### src/rtl/hilo_mudi_ctrl.sv
// Multiply/divide sequencer and HI/LO register owner beside the EX stage.
// Define MUL_ITER_EN for a 32-cycle shift-add multiplier; otherwise the product is formed in one cycle.
module hilo_mudi_ctrl (
    input  logic        clk,
    input  logic        resetn,
    input  logic        es_valid,
    input  logic [3:0]  es_mudi,
    input  logic        es_mthi,
    input  logic        es_mtlo,
    input  logic [31:0] es_src1,
    input  logic [31:0] es_src2,
    input  logic        es_cancel,
    output logic        es_mudi_stall,
    output logic        busy,
    output logic [31:0] hi_rdata,
    output logic [31:0] lo_rdata
);

    typedef enum logic [1:0] {IDLE, MUL, DIV, DONE} state_t;

    state_t      state;
    logic [4:0]  cnt;
    logic [31:0] acc_hi;     // partial remainder / product upper half
    logic [31:0] acc_lo;     // quotient shift register / product lower half
    logic [31:0] opb;        // divisor or multiplicand
    logic        neg_q;
    logic        neg_r;
    logic        is_div;
    logic [31:0] hi;
    logic [31:0] lo;

    logic        req;
    logic        signed_op;
    logic        sign1;
    logic        sign2;
    logic [31:0] abs1;
    logic [31:0] abs2;
    logic [32:0] trial;
    logic [63:0] product;
    logic [63:0] product_fix;
    logic [31:0] res_hi;
    logic [31:0] res_lo;
`ifdef MUL_ITER_EN
    logic [32:0] mul_sum;
`else
    logic [63:0] wide_prod;
`endif

    assign req       = es_valid & (|es_mudi) & ~es_cancel;
    assign signed_op = es_mudi[0] | es_mudi[2];
    assign sign1     = signed_op & es_src1[31];
    assign sign2     = signed_op & es_src2[31];
    // 0x80000000 negates to itself, which read unsigned is the correct magnitude.
    assign abs1      = sign1 ? (32'd0 - es_src1) : es_src1;
    assign abs2      = sign2 ? (32'd0 - es_src2) : es_src2;

    // Reset gates the stall so a held EX request cannot stall the pipe while in reset.
    assign es_mudi_stall = resetn & es_valid & (|es_mudi) & ~es_cancel & (state != DONE);
    assign hi_rdata      = hi;
    assign lo_rdata      = lo;

    // NOTE: every signal assigned in always_comb gets a value on every path, so no latch is inferred.
    always_comb begin
        trial       = {acc_hi, acc_lo[31]} - {1'b0, opb};
        product     = {acc_hi, acc_lo};
        product_fix = neg_q ? (64'd0 - product) : product;
        res_hi      = product_fix[63:32];
        res_lo      = product_fix[31:0];
        if (is_div) begin
            res_hi = neg_r ? (32'd0 - acc_hi) : acc_hi;
            res_lo = neg_q ? (32'd0 - acc_lo) : acc_lo;
        end
`ifdef MUL_ITER_EN
        mul_sum = {1'b0, acc_hi} + (acc_lo[0] ? {1'b0, opb} : 33'd0);
`else
        wide_prod = {32'd0, abs1} * {32'd0, abs2};
`endif
    end

    // NOTE: sequential state uses non-blocking assignments so all registers update from pre-edge values.
    always_ff @(posedge clk or negedge resetn) begin
        if (!resetn) begin
            state  <= IDLE;
            busy   <= 1'b0;
            cnt    <= 5'd0;
            acc_hi <= 32'd0;
            acc_lo <= 32'd0;
            opb    <= 32'd0;
            neg_q  <= 1'b0;
            neg_r  <= 1'b0;
            is_div <= 1'b0;
            hi     <= 32'd0;
            lo     <= 32'd0;
        end else if (es_cancel) begin
            state <= IDLE;
            busy  <= 1'b0;
        end else begin
            unique case (state)
                IDLE: begin
                    if (req) begin
                        neg_q  <= sign1 ^ sign2;
                        neg_r  <= sign1;
                        is_div <= es_mudi[2] | es_mudi[3];
                        cnt    <= 5'd31;
                        busy   <= 1'b1;
                        if (es_mudi[2] | es_mudi[3]) begin
                            acc_hi <= 32'd0;
                            acc_lo <= abs1;
                            opb    <= abs2;
                            state  <= DIV;
                        end else begin
`ifdef MUL_ITER_EN
                            acc_hi <= 32'd0;
                            acc_lo <= abs2;
                            opb    <= abs1;
                            state  <= MUL;
`else
                            acc_hi <= wide_prod[63:32];
                            acc_lo <= wide_prod[31:0];
                            state  <= DONE;
`endif
                        end
                    end else if (es_valid) begin
                        if (es_mthi) hi <= es_src1;
                        if (es_mtlo) lo <= es_src1;
                    end
                end
                MUL: begin
`ifdef MUL_ITER_EN
                    acc_hi <= mul_sum[32:1];
                    acc_lo <= {mul_sum[0], acc_lo[31:1]};
                    cnt    <= cnt - 5'd1;
                    if (cnt == 5'd0) state <= DONE;
`else
                    state <= IDLE;
                    busy  <= 1'b0;
`endif
                end
                DIV: begin
                    // Restore by keeping the shifted remainder when the trial subtraction goes negative.
                    if (!trial[32]) begin
                        acc_hi <= trial[31:0];
                        acc_lo <= {acc_lo[30:0], 1'b1};
                    end else begin
                        acc_hi <= {acc_hi[30:0], acc_lo[31]};
                        acc_lo <= {acc_lo[30:0], 1'b0};
                    end
                    cnt <= cnt - 5'd1;
                    if (cnt == 5'd0) state <= DONE;
                end
                DONE: begin
                    hi    <= res_hi;
                    lo    <= res_lo;
                    state <= IDLE;
                    busy  <= 1'b0;
                end
                default: begin
                    state <= IDLE;
                    busy  <= 1'b0;
                end
            endcase
        end
    end

endmodule

### config.mk
export PLATFORM = sky130hd
export DESIGN_NAME = hilo_mudi_ctrl
export DESIGN_NICKNAME = d
export VERILOG_FILES = /design/src/rtl/hilo_mudi_ctrl.sv
export SDC_FILE = /design/constraint.sdc
export NUM_CORES = 2
export LEC_CHECK = 0
export CAP_MARGIN = 20
export CORE_UTILIZATION = 47
export DETAILED_ROUTE_END_ITERATION = 6
export GPL_TIMING_DRIVEN = 0
export PLACE_DENSITY = 0.61
export SLEW_MARGIN = 20
export SYNTH_ARGS = -nofsm -noshare
export SYNTH_HDL_FRONTEND = slang
export SYNTH_SLANG_ARGS = --single-unit
### constraint.sdc
create_clock -name clk -period 7.6 [get_ports clk]
set_clock_uncertainty 0.2 [all_clocks]
set_input_delay 1.14 -clock clk [delete_from_list [all_inputs] [get_ports clk]]
set_output_delay 1.14 -clock clk [all_outputs]
set_load 0.05 [all_outputs]
==> results.cfg <==
[run_status]
failing_checks = negative setup slack
status = finished, violations left

[route]
wl_um = 209000
antenna_left = 0
drc = 0
vias_per_cell = 6.04
drt-pass1-iter-count = 5
post_drt_wl_per_cell_um = 29.1
detailroute.via_count = 43400
drt_iter0_drc = 4794

[floorplan]
floorplan.initialDensity_pct = 47.6
die_area_mm2 = 0.0976
horiz_die_dim_um = 312
fp.coreArea_mm2 = 0.0952
die_height_um = 312
boundaryPins = 140
placement_rows = 113

[synth]
syn_avg_cell_area_um2 = 8.37
synth.ff_latch_count = 171
ranking_of_synthesized_cells_by_area = sky130_fd_sc_hd__fa_1 40%, sky130_fd_sc_hd__dfrtp_1 9.4%, sky130_fd_sc_hd__ha_1 8.3%, sky130_fd_sc_hd__inv_1 7.7%, sky130_fd_sc_hd__nor2_1 6.5%
synth_edf_count = 0
prevailing_post_synth_register_cell = sky130_fd_sc_hd__dfrtp_1
syn-instance-count = 5412
postSynthNetCount = 6684
ys_top_cells_by_count = 935 x sky130_fd_sc_hd__inv_1, 897 x sky130_fd_sc_hd__fa_1, 789 x sky130_fd_sc_hd__nor2_1
syn_area_mm2 = 0.0453
post_synth_num_cell_types = 86
yosysMostFrequentCell = sky130_fd_sc_hd__inv_1
synth_area_leader = sky130_fd_sc_hd__fa_1
proportion_of_synthesized_chip_area_in_sequential_cells_pct = 9.45
postSynth.asyncResetShare_pct = 100
post-synth-top-area-fraction_pct = 39.7
synth.yosys.warnings = 0

[final_layout]
n_fill_cell = 8088
layout.nets = 7190
post_route_cells_drive_above_1_share_pct = 20.3
area_growth_syn_to_layout_pct = 29.1

[worst_setup_path]
cp.arrival_ns = 10.16
worst-endpoint-required_ns = 7.78
crit_path_frequent_cell = sky130_fd_sc_hd__fa_1
max_stage_delay_ns = 0.63
timing.critical_path.to_type = flop
critical_path.slowest_cell = sky130_fd_sc_hd__fa_1
critical_path.startpoint_type = primary input
worstPathMaxFanout = 5
criticalPathCategory = in -> reg

[place]
finalWeightedCongestion = 1.01
dp_hpwl_um = 164000
portBuffers = 126

[clocking]
numCtsBuffers = 25
hold_buffers = 0
numClockSinks = 171
cts.reportedPaths.clkPinSlew_ns = 0.06
htree_num_levels = 4
cts-root-to-sink-buffers = 3
cts-root-buf = sky130_fd_sc_hd__clkbuf_16
tritoncts = built
clk-insertion-delay-late_ns = 0.52

[run]
maximum_capacitance_violations = 0

[sta]
finalSetupViolCount = 52
worst_slew_margin_rel_pct = 24.1
fmax_ghz = 0.100
timing_worst_slew_pin_value_ns = 1.13
hold_viol = 0
timing.final.crit_period_ns = 9.99
period_share_pct = 131
post-route-worst-setup-slack_ns = -2.39
rsz0062_at_grt = true
final_number_of_max_transition_violations = 0
setup-tns-final_ns = -91.41

[global_routing]
grt_remaining_overflow = 0
antenna_found_initial = 11
groute.usage.overall_pct = 42.6
first_global_vias = 43100
grt_max_degree = 96
grt_first_pass_wirelength_um = 297000

[worst_hold_path]
worst_hold_path_type = reg -> reg
-- placed cells by master (no fill, tap or decap), types with 35 or more instances in the layout --
| master | n |
|---|---|
| sky130_fd_sc_hd__o31ai_1 | 53 |
| sky130_fd_sc_hd__clkbuf_8 | 45 |
| sky130_fd_sc_hd__a21oi_4 | 35 |
| sky130_fd_sc_hd__fa_1 | 824 |
| sky130_fd_sc_hd__ha_1 | 255 |
| sky130_fd_sc_hd__nor2_1 | 736 |
| sky130_fd_sc_hd__nand3_1 | 41 |
| sky130_fd_sc_hd__a21o_1 | 45 |
| sky130_fd_sc_hd__clkdlybuf4s50_1 | 86 |
| sky130_fd_sc_hd__clkbuf_16 | 50 |
| sky130_fd_sc_hd__xnor2_1 | 70 |
| sky130_fd_sc_hd__clkbuf_4 | 41 |
| sky130_fd_sc_hd__fa_2 | 73 |
| sky130_fd_sc_hd__buf_6 | 70 |
| sky130_fd_sc_hd__xor2_4 | 44 |
| sky130_fd_sc_hd__o21ai_1 | 54 |
| sky130_fd_sc_hd__xnor2_2 | 44 |
| sky130_fd_sc_hd__nand2_1 | 708 |
| sky130_fd_sc_hd__buf_12 | 48 |
| sky130_fd_sc_hd__buf_4 | 271 |
| sky130_fd_sc_hd__a21oi_1 | 141 |
| sky130_fd_sc_hd__xor2_1 | 46 |
| sky130_fd_sc_hd__dfrtp_1 | 171 |
| sky130_fd_sc_hd__o21ai_0 | 101 |
| sky130_fd_sc_hd__ha_4 | 40 |
| sky130_fd_sc_hd__xnor2_4 | 36 |
| sky130_fd_sc_hd__inv_1 | 900 |
| sky130_fd_sc_hd__clkbuf_1 | 103 |
-- per-layer routing --
layer / track usage (%) / up-vias / part of all wire (%)
met5: 0 / - / 0.025
met4: 24.6 / 10 / 7.7
met3: 11.7 / 676 / 13
met2: 61.2 / 2866 / 42
met1: 57.7 / 22100 / 38
li1: - / 17800 / -
-- final cells by class --
class                      count  area [µm²]  share of cell area [%]
multi-input combinational   4011       41100                    70.2
clock inverter                 2        60.1                   0.103
antenna                        3        7.51                  0.0128
inverter                     936        3530                    6.03
tap                         1265        1580                    2.71
timing repair buffer         494        4830                    8.25
sequential                   171        4280                    7.32
buffer                       279        2460                    4.21
clock buffer                  30         664                    1.14
-- kinds of logic after synthesis --
logic type,share of synthesized area [%]
flip-flops,9.45
AO/OA/AOI/OAI,10.1
AND/OR/NAND/NOR,16.4
adder cells (fa/ha/maj),48.0
buffers and inverters,10.2
multiplexers,0.763
XOR/XNOR,5.04
-- through the flow --
stage               hold slack [ns]  util, %  area (µm²)  std cells  setup slack (ns)
finish                        0.279     61.5       58500       7191             -2.39
global route                  0.303     61.4       58500       7188             -2.50
CTS                           0.280     59.6       56700       7102             -2.25
detailed placement            0.267     52.3       49800       6820             -5.50
global placement              0.259     51.8       49300       6803             -6.05
floorplan                     0.250        -       46500       5412             -1.78
-- registers in the layout (all words and copies together) (netlist names) --
register,count
cnt,5
neg_r,1
neg_q,1
busy,1
hi_rdata,32
acc_hi,32
lo_rdata,32
is_div,1
opb,32
acc_lo,32
state,2
-- path summary, 6_finish.rpt --
check	from	end	slack, ns	cells past startpoint
setup / recovery	es_src2[3]	acc_hi[31]	-2.39	36
hold / removal	busy	busy	0.28	2
setup reg to reg	acc_lo[31]	acc_hi[23]	2.91	14
hold reg to reg	busy	busy	0.28	2
max in group asynchronous	resetn	acc_lo[6]	5.89	2
min in group asynchronous	resetn	hi_rdata[23]	0.38	1
-- what timing repair did --
item                                    CTS  global route
setup buffers                           261            92
cloned                                    3             0
endpoints found under the setup margin   58            55
resized for setup                       920           291
hold endpoints to repair                  0             0
pin swaps                               252           219
-- worst max-delay path: cells and delay by family --
family          cells  cell delay, ns
mux                 1            0.11
simple gates        7            1.29
xor+xnor            1            0.18
buf+inv             8            1.03
fa+ha+maj           9            4.08
compound gates     10            2.28
Power is left out: the tool's default activity adds up to more than one toggle a clock period on the data nets, which glitch-free logic cannot reach.
